$ cat config.mk
export PLATFORM = sky130hd
export DESIGN_NAME = ram_bist_ctrl
export DESIGN_NICKNAME = d
export VERILOG_FILES = /design/src/rtl/ram_bist_pkg.sv /design/src/rtl/ram_bist_patgen.sv /design/src/rtl/ram_bist_ctrl.sv
export SDC_FILE = /design/constraint.sdc
export NUM_CORES = 1
export LEC_CHECK = 0
export BUFFER_PORTS_ARGS = -buffer_cell sky130_fd_sc_hd__buf_2
export CAP_MARGIN = 20
export CELL_PAD_IN_SITES_DETAIL_PLACEMENT = 1
export CELL_PAD_IN_SITES_GLOBAL_PLACEMENT = 2
export CORE_AREA = 2 2 662 664
export DETAILED_ROUTE_END_ITERATION = 16
export DIE_AREA = 0 0 664 666
export PLACE_DENSITY = 0.38
export SYNTH_ARGS = -nofsm -noshare
export SYNTH_HDL_FRONTEND = slang
export SYNTH_SLANG_ARGS = --single-unit
$ cat constraint.sdc
create_clock -name clk -period 5.95 [get_ports clk]
set_clock_uncertainty 0.2 [all_clocks]
set_input_delay 0.8925 -clock clk [delete_from_list [all_inputs] [get_ports clk]]
set_output_delay 0.8925 -clock clk [all_outputs]
set_load 0.02 [all_outputs]
$ cat src/rtl/ram_bist_pkg.sv
// Shared types and constants for the RAM BIST sequencer.
//   state_e      : sequencer states
//   PAT_*        : pattern_sel codes
//   BIST_ADDR_W  : default RAM address width
//   BIST_DATA_W  : default RAM word width
package ram_bist_pkg;

  localparam int BIST_ADDR_W = 6;
  localparam int BIST_DATA_W = 512;

  localparam logic [1:0] PAT_ZERO  = 2'd0;
  localparam logic [1:0] PAT_ONE   = 2'd1;
  localparam logic [1:0] PAT_CHECK = 2'd2;
  localparam logic [1:0] PAT_ADDR  = 2'd3;

  typedef enum logic [2:0] {
    S_IDLE,
    S_WRITE,
    S_READ,
    S_DRAIN,
    S_FINISH
  } state_e;

endpackage

$ cat src/rtl/ram_bist_patgen.sv
// Combinational test-pattern generator.
//   addr_i : word address the pattern is generated for
//   sel_i  : pattern code (PAT_*)
//   pat_o  : full-width data word
module ram_bist_patgen
  import ram_bist_pkg::*;
#(
  parameter int ADDR_W = BIST_ADDR_W,
  parameter int DATA_W = BIST_DATA_W
) (
  input  logic [ADDR_W-1:0] addr_i,
  input  logic [1:0]        sel_i,
  output logic [DATA_W-1:0] pat_o
);

  always_comb begin
    pat_o = '0;
    for (int k = 0; k < DATA_W / 8; k++) begin
      case (sel_i)
        PAT_ZERO:  pat_o[8*k +: 8] = 8'h00;
        PAT_ONE:   pat_o[8*k +: 8] = 8'hFF;
        PAT_CHECK: pat_o[8*k +: 8] = addr_i[0] ? 8'h55 : 8'hAA;
        default:   pat_o[8*k +: 8] = 8'(addr_i) ^ 8'(k);
      endcase
    end
  end

endmodule

$ cat src/rtl/ram_bist_ctrl.sv
// RAM built-in self-test sequencer: fills the RAM through port 1, reads it
// back through port 2 and counts mismatching words.
//   clk, reset_n               : clock, async active-low reset
//   start, pattern_sel         : test request and pattern code
//   busy, done, pass           : status
//   err_count, first_err_addr  : result of the last test
//   address..byteenable        : RAM port 1 (write only)
//   address2..byteenable2      : RAM port 2 (read only), readdata2 its data
//
// state    | meaning
// S_IDLE   | RAM idle, waiting for start
// S_WRITE  | writing pattern to every address
// S_READ   | issuing reads to every address
// S_DRAIN  | compare of the last read word
// S_FINISH | done pulse, pass valid
module ram_bist_ctrl
  import ram_bist_pkg::*;
#(
  parameter int ADDR_W = BIST_ADDR_W,
  parameter int DATA_W = BIST_DATA_W
) (
  input  logic                clk,
  input  logic                reset_n,
  input  logic                start,
  input  logic [1:0]          pattern_sel,
  output logic                busy,
  output logic                done,
  output logic                pass,
  output logic [ADDR_W:0]     err_count,
  output logic [ADDR_W-1:0]   first_err_addr,
  output logic [ADDR_W-1:0]   address,
  output logic                chipselect,
  output logic                write,
  output logic                clken,
  output logic [DATA_W-1:0]   writedata,
  output logic [DATA_W/8-1:0] byteenable,
  output logic [ADDR_W-1:0]   address2,
  output logic                chipselect2,
  output logic                write2,
  output logic                clken2,
  output logic [DATA_W-1:0]   writedata2,
  output logic [DATA_W/8-1:0] byteenable2,
  input  logic [DATA_W-1:0]   readdata2
);

  localparam logic [ADDR_W-1:0] LAST_ADDR = '1;

  state_e              state_q, state_d;
  logic [ADDR_W-1:0]   addr_q, addr_d;
  logic [1:0]          sel_q, sel_d;
  logic [ADDR_W:0]     err_q, err_d;
  logic [ADDR_W-1:0]   first_q, first_d;
  logic                pass_q, pass_d;
  logic                cmp_valid_q;
  logic [ADDR_W-1:0]   cmp_addr_q;

  // Registered RAM-side outputs and status, loaded from next-state values
  // so every output comes straight from a flop.
  logic                busy_q, busy_d, done_q, done_d;
  logic                cs_q, cs_d, cs2_q, cs2_d;
  logic [ADDR_W-1:0]   address_q, address_d, address2_q, address2_d;
  logic [DATA_W-1:0]   wdata_q, wdata_d;
  logic [DATA_W/8-1:0] be_q, be_d, be2_q, be2_d;

  logic [DATA_W-1:0]   wr_pat, exp_pat;
  logic                mismatch;

  ram_bist_patgen #(.ADDR_W(ADDR_W), .DATA_W(DATA_W)) u_patgen_wr (
    .addr_i (addr_d),
    .sel_i  (sel_d),
    .pat_o  (wr_pat)
  );

  ram_bist_patgen #(.ADDR_W(ADDR_W), .DATA_W(DATA_W)) u_patgen_cmp (
    .addr_i (cmp_addr_q),
    .sel_i  (sel_q),
    .pat_o  (exp_pat)
  );

  // State register
  always_ff @(posedge clk or negedge reset_n) begin
    if (!reset_n) begin
      state_q <= S_IDLE;
      addr_q  <= '0;
      sel_q   <= PAT_ZERO;
    end else begin
      state_q <= state_d;
      addr_q  <= addr_d;
      sel_q   <= sel_d;
    end
  end

  // Next-state logic
  always_comb begin
    state_d = state_q;
    addr_d  = addr_q;
    sel_d   = sel_q;
    case (state_q)
      S_IDLE: begin
        if (start) begin
          state_d = S_WRITE;
          addr_d  = '0;
          sel_d   = pattern_sel;
        end
      end
      S_WRITE: begin
        addr_d = addr_q + 1'b1;
        if (addr_q == LAST_ADDR) state_d = S_READ;
      end
      S_READ: begin
        addr_d = addr_q + 1'b1;
        if (addr_q == LAST_ADDR) state_d = S_DRAIN;
      end
      S_DRAIN:  state_d = S_FINISH;
      S_FINISH: state_d = S_IDLE;
      default:  state_d = S_IDLE;
    endcase
  end

  // Output logic, evaluated on the next state
  always_comb begin
    busy_d     = (state_d != S_IDLE);
    done_d     = (state_d == S_FINISH);
    cs_d       = 1'b0;
    address_d  = '0;
    wdata_d    = '0;
    be_d       = '0;
    cs2_d      = 1'b0;
    address2_d = '0;
    be2_d      = '0;
    if (state_d == S_WRITE) begin
      cs_d      = 1'b1;
      address_d = addr_d;
      wdata_d   = wr_pat;
      be_d      = '1;
    end
    if (state_d == S_READ) begin
      cs2_d      = 1'b1;
      address2_d = addr_d;
      be2_d      = '1;
    end
  end

  // Read data belongs to the address issued one cycle earlier.
  assign mismatch = cmp_valid_q && (readdata2 != exp_pat);

  always_comb begin
    err_d   = err_q;
    first_d = first_q;
    pass_d  = pass_q;
    if (state_q == S_IDLE && start) begin
      err_d   = '0;
      first_d = '0;
      pass_d  = 1'b0;
    end else if (mismatch) begin
      err_d = err_q + 1'b1;
      if (err_q == '0) first_d = cmp_addr_q;
    end
    if (state_d == S_FINISH) pass_d = (err_d == '0);
  end

  always_ff @(posedge clk or negedge reset_n) begin
    if (!reset_n) begin
      busy_q      <= 1'b0;
      done_q      <= 1'b0;
      cs_q        <= 1'b0;
      address_q   <= '0;
      wdata_q     <= '0;
      be_q        <= '0;
      cs2_q       <= 1'b0;
      address2_q  <= '0;
      be2_q       <= '0;
      cmp_valid_q <= 1'b0;
      cmp_addr_q  <= '0;
      err_q       <= '0;
      first_q     <= '0;
      pass_q      <= 1'b0;
    end else begin
      busy_q      <= busy_d;
      done_q      <= done_d;
      cs_q        <= cs_d;
      address_q   <= address_d;
      wdata_q     <= wdata_d;
      be_q        <= be_d;
      cs2_q       <= cs2_d;
      address2_q  <= address2_d;
      be2_q       <= be2_d;
      cmp_valid_q <= cs2_q;
      cmp_addr_q  <= address2_q;
      err_q       <= err_d;
      first_q     <= first_d;
      pass_q      <= pass_d;
    end
  end

  assign busy           = busy_q;
  assign done           = done_q;
  assign pass           = pass_q;
  assign err_count      = err_q;
  assign first_err_addr = first_q;
  assign address        = address_q;
  assign chipselect     = cs_q;
  assign write          = cs_q;
  assign clken          = cs_q;
  assign writedata      = wdata_q;
  assign byteenable     = be_q;
  assign address2       = address2_q;
  assign chipselect2    = cs2_q;
  assign write2         = 1'b0;
  assign clken2         = cs2_q;
  assign writedata2     = '0;
  assign byteenable2    = be2_q;

endmodule

======== After elaboration in Yosys (flattened, before gate mapping) ========
Index checks and enable logic that the tools add are counted.
W data, S select, Z words.
cells by class
  add/subtract/negate cells ............... 2
  multiply operators ...................... 0
  div/mod/pow operators ................... 0
  magnitude comparators ................... 0
  equal/unequal tests ..................... 12
  shift operators ......................... 0
  muxes and demuxes ....................... 152
  bitwise logic cells ..................... 126
  reductions and logical operators ........ 13
operator list
  kind                   count
  $pmux W8 S3            128
  $mux W512              1
  $ne A512 B512 Y1       1
  $mux W64               2
  $not A3 Y3             40
  $not A4 Y4             30
  $not A2 Y2             30
  $not A5 Y5             12
  $mux W6                6
  $mux W8                2
  $logic_not A7 Y1       2
  $mux W7                2
  $not A1 Y1             12
  $not A6 Y6             2
  $pmux W3 S4            1
  $pmux W6 S2            1
  $eq A3 B2 Y1 const B   3
  $mux W3                3
  $add A7 B1 Y7 const B  1
  $add A6 B1 Y6 const B  1
  $eq A3 B1 Y1 const B   2
  $eq A6 B6 Y1 const B   1
  $reduce_bool A2 Y1     3
  $eq A2 B1 Y1 const B   2
  10 further kinds       17
storage, ports and cells
  register bits after elaboration ......... 688
  bits in latches ......................... 0
  RAM bits ................................ 0
  bits in read-only memories .............. 0
  input port bits ......................... 517
  output and inout port bits .............. 1,186
  word-level logic and storage cells ...... 322
  memories kept ........................... 0

======== Logic depth before layout (Yosys ltp) ========
Gate-level depths: netlist of run 1.
  depth after elaboration ................. 8
  depth in mapped cells ................... 18
  depth with buffers taken out ............ 11

======== Cells and area by module ========
A second synthesis of run 1 with hierarchy kept.
second synthesis, totals
  cells, all modules ...................... 3,637
  area total of the unflattened synthesis .. 36,406.2 µm²
modules (own cells, without submodules)
  module                          times used  cells each  area each (µm²)  sequential area each (µm²)
  ram_bist_ctrl                   1           2,589       28,578.7         14,013.4
  ram_bist_patgen (u_patgen_wr)   1           521         3,916.3          0.0
  ram_bist_patgen (u_patgen_cmp)  1           527         3,911.3          0.0

======== Worst setup path before layout of run 1 ========
No wires, ideal clock.
  path kind ............................... input to register
  start ................................... input readdata2[290]
  end ..................................... register first_q[5] (netlist: first_err_addr[5])
  setup time .............................. 132 ps
  arrival ................................. 4,053 ps
  data required time ...................... 5,618 ps
  setup slack ............................. 1,565 ps
  cell stages on the path ................. 12
  path buffers ............................ 1
  cells stage by stage .................... or4_1 > nor4_1 > a21oi_1 > or4_1 > or4_1 > or4_4 > nor4_4 > nor2b_1 > buf_2 > nor4b_4 > mux2i_1 > nor2_1
between the ends
  cells in the longest elaborated chain, start to end .. 4
RTL lines
  element                              RTL line              source
  from (decl)                          ram_bist_ctrl.sv:43   input logic [DATA_W-1:0] readdata2
  $ne A512 B512 Y1                     ram_bist_ctrl.sv:145  assign mismatch = cmp_valid_q && (readdata2 != exp_pat);
  $logic_and A1 B1 Y1                  ram_bist_ctrl.sv:145
  $reduce_bool A2 Y1 (no source line)  n/a
  $reduce_and A2 Y1 (no source line)   n/a
  to (signal assigned)                 ram_bist_ctrl.sv:191  first_q <= first_d;
  to (decl)                            ram_bist_ctrl.sv:52   logic [ADDR_W-1:0] first_q, first_d;
No other way between the ends.
A chain may end at the register's enable or synchronous reset.

======== Final worst setup path of run 1 ========
  start ................................... register sel_q[0]
  end ..................................... register first_q[0] (netlist: first_err_addr[0])
between the ends
  cells in the longest elaborated chain, start to end .. 6
  elaborated cells between the ends (all ways) .. 71
  those cells by class .................... eq/ne (3); mux (64); reduce/logical (4)
RTL lines
  element                                RTL line               source
  from (decl)                            ram_bist_ctrl.sv:50    logic [1:0] sel_q, sel_d;
  from (signal assigned)                 ram_bist_ctrl.sv:89    sel_q <= sel_d;
  $eq A2 B2 Y1 (tied with other cells)   ram_bist_patgen.sv:19  case (sel_i)
  $pmux W8 S3                            ram_bist_patgen.sv:19
  $ne A512 B512 Y1 *                     ram_bist_ctrl.sv:145
  $logic_and A1 B1 Y1 *                  ram_bist_ctrl.sv:145
  $reduce_bool A2 Y1 (no source line) *  n/a
  $reduce_and A2 Y1 (no source line) *   n/a
Mark *: on every way between the ends. The rest lies on a longest branch, timed or not.

==> impl_metrics.tcl, run 1 <==
set metrics [dict create \
    rr_endpoint "first_err_addr[0]" \
    yosysSeqAreaShare_pct 9.25 \
    maxCapViolations 0 \
    grt_start_max_net_pins 68 \
    io_buffer_count 1189 \
    worstPathArrival_ns 5.57 \
    layout.cells.non_filler 8597 \
    drt_first_pass_iters 4 \
    required_ns 5.99 \
    tritoncts "built" \
    power_density_mw_per_mm2 377 \
    cts_setup_buffers 0 \
    crit_type "reg -> reg" \
    die_h_um 666 \
    syn_area_per_cell_um2 7.43 \
    via_per_inst 2.00 \
    worst_path_max_delay_cell "dfrtp_4" \
    cts_root_buf "clkbuf_16" \
    post-route-min-period_ns 5.54 \
    dpl.cell_count 8567 \
    place_hpwl_mm 147 \
    critPathMaxFanout 34 \
    max_slew.worst_pin.slew_ns 1.25 \
    synthCells 2258 \
    rrSetupSlack_ns 0.41 \
    cp_cell_sequence "buf_4 > or3b_2 > nand2_1 > nand3_1 > a221o_1 > nor4_1 > nand3_1 > nor4_4 > buf_12 > nor2b_1 > nor4b_4 > mux2i_1 > nor2_1" \
    core_mm2 0.436 \
    crit_path_end_kind "register" \
    drc_errors 0 \
    clk_pin_slew_worst_paths_ns 0.08 \
    rsz0062_at_grt "false" \
    wirelength_mm 160 \
    grt_pass1_wl_mm 191 \
    final-hold-violation-count 0 \
    path_depth 13 \
    crit_start "sel_q[0]" \
    path_buf_inv 2 \
    r2r_cells 13 \
    final.period_utilization_pct 93.1 \
    area_growth_pct 42.4 \
    overflow 0 \
    whs_ns 0.224 \
    die_area_mm2 0.442 \
    design_area_mm2 0.0239 \
    path_delay_family "simple AND/OR/NAND/NOR gates" \
    fmax_ghz 0.181 \
    syn_area_mm2 0.0168 \
    final-setup-viol-count 0 \
    synth_warnings 0 \
    wl_per_cell_um 18.6 \
    drive_gt1_share_pct 47.2 \
    async_flop_share_pct 100 \
    grt_pass1_vias 15400 \
    grt_usage_pct 6.77 \
    clock_latency_ns 0.38 \
    critPathLaunchType "register" \
    gp_congestion 0.777 \
    ir_worst_vdd_mv 0.158 \
    die_w_um 664 \
    cts_resized 0 \
    holdBufCountCts 0 \
    hold_path.class "reg -> reg" \
    slowest_delay_ns 0.67 \
    h-tree-depth 3 \
    p_leak_nw 9.69 \
    r2r-start "sel_q[0]" \
    crit_top_cell "nand3_1" \
    num_vias 17200 \
    outcome "complete, no violations" \
    numCtsBuffers 9 \
    ys_ff_latch 62 \
    synth_cell_types 85 \
    postPlaceCellArea_mm2 0.0236 \
    total_power_mw 9.02 \
    synth_edf_count 0 \
    start_util_pct 3.85 \
    cts_sinks 62 \
    cts_buffer_depth 2 \
    antenna_found_initial 182 \
    slew_violations 0 \
    num_io_pins 1703 \
    antenna_left 0 \
    cp-endpoint "first_err_addr[0]" \
    ys_dominant_reg_cell "dfrtp_1" \
    layout.nets 3341 \
    floorplan.rows 243 \
    drtIter0Drc 716 \
    slew_headroom_pct 14.2 \
]
## power breakdown
group / switching, mW / internal [mW]
clock: 0.257 / 0.297
sequential: 0.390 / 0.535
combinational: 5.49 / 2.05
## Yosys cell counts, drive strengths merged, types with 5 or more instances
library cell,instances,area share (%)
buf,1166,52
nand4,83,3.1
nor2,80,1.8
nand2,78,1.7
dfrtp,62,9.2
a21oi,61,2.0
nor4,61,2.4
nor3,55,1.6
or4,47,2.1
nand3,45,1.3
clkbuf,44,1.0
mux2i,40,2.4
o21ai,39,1.2
a31oi,27,1.0
nor4b,27,1.5
o22ai,25,0.93
inv,23,0.51
or2,22,0.82
xor2,22,1.1
xnor2,21,1.2
and3,17,0.63
a221o,16,0.95
nor2b,16,0.60
nand2b,14,0.52
o2111ai,14,0.73
o221ai,11,0.57
and3b,10,0.53
or3,10,0.37
a221oi,8,0.42
and2,8,0.30
nand3b,8,0.36
a211oi,7,0.31
and4,7,0.37
a211o,6,0.31
nor3b,6,0.30
a2111oi,5,0.26
o211ai,5,0.22
o31ai,5,0.22
## placed cells by master, fill, tap and decap left out, types with 49 or more instances in the layout
master / synthesis / final
buf_2: 14 / 1189
conb_1: 1 / 513
nand4_1: 83 / 83
nand2_1: 78 / 78
nor2_1: 78 / 77
buf_4: 1145 / 56
nor3_1: 55 / 55
a21oi_1: 56 / 55
nor4_1: 60 / 53
dfrtp_1: 62 / 49
## sequential cells by signal, indices dropped and copies added, names as in the netlist
register	count
addr_q	6
address	6
address2	6
busy	1
byteenable	1
byteenable2	1
cmp_addr_q	6
cmp_valid_q	1
done	1
err_count	7
first_err_addr	6
pass	1
sel_q	2
state_q	3
writedata	14
## how the worst min path moves through the flow
stage / start / to / cells past startpoint
4_1_cts: address2[5] / cmp_addr_q[5] / 0
5_1_grt: address2[5] / cmp_addr_q[5] / 0
6_report: address2[5] / cmp_addr_q[5] / 0
3_3_place_gp: address2[5] / cmp_addr_q[5] / 0
2_1_floorplan: address2[0] / cmp_addr_q[0] / 0
3_5_place_dp: address2[5] / cmp_addr_q[5] / 0
## final cells by class
type / count / area [um^2]
diodes: 14 / 35.0
clock buffers: 12 / 246
clock inverters: 4 / 32.5
fillers: 52900 / 412000
inverters: 24 / 90.1
multi-input cells: 1474 / 8260
flip-flops and latches: 62 / 1570
well taps: 5757 / 7200
repair buffers: 1250 / 6450
## cells by family after synthesis
kind of cell	after synthesis	share of synthesized area (%)
other	1	0.0224
adder cells (fa/ha/maj)	3	0.224
flip-flops	62	9.25
AO/OA/AOI/OAI	271	11.3
XOR/XNOR	43	2.36
multiplexers	41	2.45
AND/OR/NAND/NOR	603	21.0
buffers and inverters	1234	53.4
## metrics by stage
step	TNS, ns	utilization [%]	worst slack (ns)
2_1_floorplan	0	-	1.57
3_3_place_gp	-1.04	5.39	-0.268
3_5_place_dp	0	5.41	0.430
4_1_cts	0	5.47	0.353
5_1_grt	0	5.48	0.234
6_report	0	5.48	0.412
## layer usage
layer | GRT usage, % | part of all wire, %
met1 | 7.23 | 37
met2 | 13.7 | 56
met3 | 1.34 | 5.6
met4 | 0.921 | 2.1
met5 | 0 | 0.21
Note: power is estimated with default switching activity, not from simulation.
==> run 2: changes to the inputs <==
ABC_AREA = 1   (was unset)
CAP_MARGIN = unset   (was 20)
PLACE_DENSITY = 0.45   (was 0.38)
SYNTH_HIERARCHICAL = 1   (was unset)
==> impl_metrics.tcl, run 2 <==
set metrics [dict create \
    final-setup-viol-count 0 \
    worstPathArrival_ns 5.38 \
    ys_top_cells_by_count "1,651 x buf_4, 705 x nor2_1, 654 x inv_1" \
    wirelength_mm 165 \
    cts_buffer_depth 3 \
    grt_pass1_wl_mm 221 \
    cts_setup_buffers 0 \
    synthCells 4712 \
    critPathLaunchType "register" \
    final-hold-violation-count 0 \
    yosysTopAreaCellShare_pct 36.4 \
    floorplan.rows 243 \
    power_density_mw_per_mm2 632 \
    wl_per_cell_um 15.5 \
    fin_ws_ns 0.865 \
    whs_ns 0.179 \
    synth_cell_types 31 \
    die_w_um 664 \
    critPathMaxFanout 30 \
    total_power_mw 27.9 \
    fmax_ghz 0.197 \
    ys_top_cells_by_area "dfrtp_1 36%, buf_4 32%, xnor2_1 11%, nor2_1 6.9%, inv_1 6.4%" \
    synth_xor_area_share_pct 10.8 \
    synth_warnings 6 \
    synth_top_area_cell "dfrtp_1" \
    clock_latency_ns 0.68 \
    layout.cells.non_filler 10700 \
    utilization_pct 10.1 \
    drt_first_pass_iters 4 \
    start_util_pct 8.84 \
    synth.area.mux_share_pct 0 \
    cts_root_buf "clkbuf_16" \
    die_h_um 666 \
    die_area_mm2 0.442 \
    ys_dominant_reg_cell "dfrtp_1" \
    ir_worst_vdd_mv 0.472 \
    cts_sinks 560 \
    slew_headroom_pct 17.3 \
    slew_violations 0 \
    numCtsBuffers 69 \
    rsz0062_at_grt "false" \
    ys_ff_latch 560 \
    outcome "complete, no violations" \
    crit_path_end_kind "register" \
    design_area_mm2 0.0442 \
    antenna_left 0 \
    grt_usage_pct 7.14 \
    io_buffer_count 1189 \
    grt_pass1_vias 26200 \
    via_per_inst 2.29 \
    synth_compound_area_share_pct 0.296 \
    place_hpwl_mm 130 \
    core_mm2 0.436 \
    maxCapViolations 0 \
    layout_common_cells "1,188 x buf_2, 704 x nor2_1, 650 x inv_1, 559 x dfrtp_1, 513 x conb_1" \
    drc_errors 0 \
    postPlaceCellArea_mm2 0.0418 \
    num_io_pins 1703 \
    area_growth_pct 14.7 \
    p_leak_nw 21.4 \
    crit_type "reg -> reg" \
    hold_path.class "reg -> reg" \
    antenna_found_initial 32 \
    dpl.cell_count 10500 \
    max_slew.worst_pin.slew_ns 1.24 \
    synthSimpleGateAreaFrac_pct 13.0 \
    async_flop_share_pct 100 \
    dp_slack_ns 0.134 \
    num_vias 24500 \
    overflow 0 \
    largest_reg_flops 512 \
    final_common_cell "buf_2" \
    fin_tns_setup_ns 0 \
    layout.nets 5367 \
    yosysMostFrequentCell "buf_4" \
    synth_top_family_by_area "buffers and inverters" \
    tritoncts "built" \
    synthAdderAreaFrac_pct 0.0974 \
    clk_pin_slew_worst_paths_ns 0.06 \
    drtIter0Drc 834 \
    h-tree-depth 3 \
    syn_area_mm2 0.0385 \
    yosysSeqAreaShare_pct 36.4 \
    synth_edf_count 0 \
    nFillCells 52700 \
    syn_area_per_cell_um2 8.18 \
    final.period_utilization_pct 85.5 \
    drive_gt1_share_pct 29.0 \
    required_ns 6.24 \
    post-route-min-period_ns 5.08 \
    gp_congestion 0.869 \
    grt_start_max_net_pins 188 \
]
==> run 2: changes by cell type after synthesis, sizes merged, moves of 47 or more <==
| cell | delta |
|---|---|
| inv | +638 |
| nor2 | +627 |
| buf | +539 |
| dfrtp | +498 |
| xnor2 | +451 |
| nand2 | +430 |
| nand4 | -83 |
| nor4 | -58 |
| a21oi | -56 |
| nor3 | -49 |
| or4 | -47 |
==> run 2: cells by family (layout without fill, tap and decap cells) <==
logic type                 after synthesis  after routing
buffers and inverters                 2367           2045
and+or+nand+nor                       1289           1289
DFF                                    560            560
xor gates and xnor gates               473            473
AOI/OAI and AO/OA                       19             19
adders and majority gates                3              3
other                                    1            522
==> run 2: final timing paths <==
check,start,endpoint,slack (ns),cells after the start
worst max-delay path,sel_q[1],first_err_addr[3],0.87,17
worst min-delay path,address2[1],cmp_addr_q[1],0.18,0
worst max register to register,sel_q[1],first_err_addr[3],0.87,17
worst min register to register,address2[1],cmp_addr_q[1],0.18,0
max in group asynchronous,reset_n,writedata[242],3.29,3
min in group asynchronous,reset_n,writedata[193],0.59,2
==> run 2: power breakdown <==
group / internal (mW) / leakage, nW / switching (mW)
sequential: 5.62 / 7.10 / 0.493
clock: 2.57 / 1.14 / 1.90
combinational: 5.11 / 13.2 / 12.2
total: 13.3 / 21.4 / 14.6
==> run 2: cell type report <==
class,count,area [um^2],area share [%]
well taps,5757,7200,16.3
repair buffers,1258,6630,15.0
clock inverters,30,405,0.918
multi-input cells,2297,11500,26.0
diodes,9,22.5,0.0510
clock buffers,96,1940,4.39
inverters,661,2490,5.63
flip-flops and latches,560,14000,31.7
==> run 2: per-layer routing <==
layer / vias up / GRT usage, % / wire length [um]
li1: 11700 / - / -
met1: 11600 / 7.10 / 57300
met2: 919 / 13.3 / 86500
met3: 155 / 3.30 / 17100
met4: 14 / 1.75 / 4120
met5: - / 0 / 94
==> run 2: critical path, cell delays in order, from the launching register on <==
cell and delay (ns):
dfrtp_1 0.66, inv_1 0.11, nand2_2 0.48, nand3_4 0.75, xnor2_1 0.41, nand2_1 0.08, nor2_1 0.08, nand2_1 0.05
nor2_1 0.12, nand2_1 0.29, nor2_1 0.29, nand2_1 0.08, nor2_1 0.16, nand2_1 0.36, nand2_1 0.29, o21ai_2 0.21
nand3_1 0.11, o21ai_1 0.07
==> run 2: timing repair <==
item | in CTS | in global routing
endpoints found under the setup margin | 0 | 6
hold buffers | 1 | 0
resized for setup | 0 | 2
hold endpoints to repair | 13 | 0
==> run 3: changes to the inputs <==
CORE_AREA = 2 2 668 670   (was 2 2 662 664)
DIE_AREA = 0 0 670 672   (was 0 0 664 666)
PLACE_DENSITY = 0.39   (was 0.45)
SYNTH_HIERARCHICAL = unset   (was 1)
==> impl_metrics.tcl, run 3 <==
set metrics [dict create \
    outcome "finished, violations left" \
    violations "max-capacitance violations, max-slew violations" \
    cts_buffer_depth 2 \
    grt_pass1_wl_mm 172 \
    syn_area_per_cell_um2 6.12 \
    cp_cell_sequence "inv_4 > nand2_4 > nand3_2 > buf_4 > o21ai_0 > nand2_1 > nor2_1 > nand2_1 > nor2_1 > nand2_1 > nor2_1 > nand2_1 > nor2_1 > nand2_1 > nand2_1 > nand2_1 > nand2_1 > nand2_1 > nand2_1 > nor2_1 > nand2_1 > nand2_1" \
    ys_ff_latch 62 \
    rsz0062_at_grt "false" \
    critPathMaxFanout 19 \
    place_hpwl_mm 128 \
    slew_headroom_pct -19.7 \
    grt_start_max_net_pins 68 \
    cts_resized 0 \
    wl_per_cell_um 15.0 \
    yosysTopAreaCellShare_pct 50.7 \
    largest_reg_flops 14 \
    cts_sinks 62 \
    num_io_pins 1703 \
    worstPathArrival_ns 5.27 \
    layout_common_cells "1,189 x buf_2, 616 x nand2_1, 513 x conb_1, 308 x nor2_1, 192 x inv_1" \
    drc_errors 0 \
    drt_first_pass_iters 5 \
    die_area_mm2 0.450 \
    combPwrFrac_pct 42.7 \
    p_sw_share_pct 46.0 \
    cts_setup_buffers 0 \
    yosysMostFrequentCell "buf_4" \
    clock_latency_ns 0.35 \
    holdBufCountCts 0 \
    final_common_cell "buf_2" \
    max_slew.worst_pin.slew_ns 1.78 \
    final.period_utilization_pct 88.1 \
    die_h_um 672 \
    grt_pass1_vias 16400 \
    seq_power_share_pct 24.1 \
    maxCapViolations 2 \
    fin_tns_setup_ns 0 \
    post-route-min-period_ns 5.24 \
    core_mm2 0.444 \
    io_buffer_count 1189 \
    grt_usage_pct 5.83 \
    synth_warnings 0 \
    layout.nets 3892 \
    final-hold-violation-count 0 \
    crit_top_cell "nand2_1" \
    layout.cells.non_filler 9333 \
    synth_top_area_cell "buf_4" \
    hold_path.class "reg -> reg" \
    yosysSeqAreaShare_pct 9.05 \
    ys_dominant_reg_cell "dfrtp_1" \
    synth_cell_types 36 \
    crit_path_end_kind "register" \
    antenna_left 0 \
    gp_congestion 0.760 \
    ys_top_cells_by_area "buf_4 51%, nand2_1 14%, dfrtp_1 9.1%, nor2_1 6.7%, inv_1 4.2%" \
    h-tree-depth 3 \
    synth_edf_count 0 \
    syn_area_mm2 0.0171 \
    slowest_delay_ns 0.75 \
    cts_root_buf "clkbuf_16" \
    fmax_ghz 0.191 \
    p_sw_mw 0.806 \
    fin_ws_ns 0.711 \
    critPathLaunchType "register" \
    power_density_mw_per_mm2 71.9 \
    slew_violations 5 \
    via_per_inst 1.86 \
    async_flop_share_pct 100 \
    wirelength_mm 140 \
    antenna_found_initial 137 \
    tritoncts "built" \
    p_leak_nw 12.0 \
    clk_pin_slew_worst_paths_ns 0.07 \
    crit_type "reg -> reg" \
    drive_gt1_share_pct 38.8 \
    dpl.cell_count 9289 \
    die_w_um 670 \
    start_util_pct 3.86 \
    final-setup-viol-count 0 \
    synthCells 2800 \
    dp_slack_ns 0.251 \
    ys_top_cells_by_count "1,157 x buf_4, 619 x nand2_1, 308 x nor2_1" \
    floorplan.rows 245 \
    internal_power_mw 0.945 \
    overflow 0 \
    worst_path_max_delay_cell "dfrtp_1" \
    numCtsBuffers 9 \
    area_growth_pct 42.1 \
    ir_worst_vdd_mv 0.171 \
    required_ns 5.98 \
    drtIter0Drc 555 \
    num_vias 17400 \
    total_power_mw 1.75 \
    clkPwrFrac_pct 33.2 \
]
## run 3: changes by cell type after synthesis, sizes merged, moves of 56 or more
cell	delta
nand4	+56
o21ai	+91
nand2	+122
dfrtp	-498
nor2	-399
buf	-525
nand3	+67
xnor2	-453
inv	-466
## run 3: cells by family after synthesis
group | share of synthesized area (%)
XOR/XNOR | 1.53
other | 0.0219
AND/OR/NAND/NOR | 29.2
buffers and inverters | 56.1
adder cells (fa/ha/maj) | 0.219
AO/OA/AOI/OAI | 3.86
flip-flops | 9.05
## run 3: worst paths after layout
check / to / slack (ns) / from / depth (start not counted)
setup / recovery: pass / 0.71 / sel_q[1] / 22
hold / removal: cmp_addr_q[2] / 0.20 / address2[2] / 0
setup reg to reg: pass / 0.71 / sel_q[1] / 22
hold reg to reg: cmp_addr_q[2] / 0.20 / address2[2] / 0
max in group asynchronous: byteenable2[62] / 4.35 / reset_n / 2
min in group asynchronous: address[0] / 0.54 / reset_n / 2
## run 3: power by group through the flow
| stage | combinational (mW) | sequential [mW] | clock (mW) |
|---|---|---|---|
| floorplan | 0.668 | 0.429 | 0 |
| global placement | 0.752 | 0.429 | 0 |
| detailed placement | 0.753 | 0.429 | 0 |
| CTS | 0.755 | 0.421 | 0.616 |
| global route | 0.821 | 0.421 | 0.625 |
| finish | 0.748 | 0.421 | 0.582 |
## run 3: worst max-delay path, delay by kind of cell (launching register included)
family	cells	cell delay, ns
DFF	1	0.75
AOI/OAI and AO/OA	1	0.08
and+or+nand+nor	19	3.58
buffers and inverters	2	0.50
## run 3: metrics by stage
step	instance area (um^2)	utilization [%]	hold WS [ns]
after floorplan	19100	-	0.258
after global placement	24000	5.40	0.186
after detailed placement	24000	5.41	0.177
after CTS	24300	5.48	0.214
after global routing	24300	5.48	0.225
final	24400	5.49	0.204
## run 3: cell type report
type / instances / area (um^2)
sequential: 62 / 1560
tap: 5928 / 7420
clock inverter: 7 / 82.6
clock buffer: 9 / 225
antenna: 28 / 70.1
multi-input combinational: 1865 / 7950
inverter: 197 / 742
fill: 54300 / 419000
timing repair buffer: 1237 / 6310
## run 3: routing by layer
metal | vias up | GRT usage, % | part of all wire (%)
li1 | 8127 | - | -
met1 | 7980 | 5.93 | 35
met2 | 1005 | 11.8 | 56
met3 | 230 | 1.58 | 7.0
met4 | 40 | 1.02 | 1.8
met5 | - | 0 | 0.18
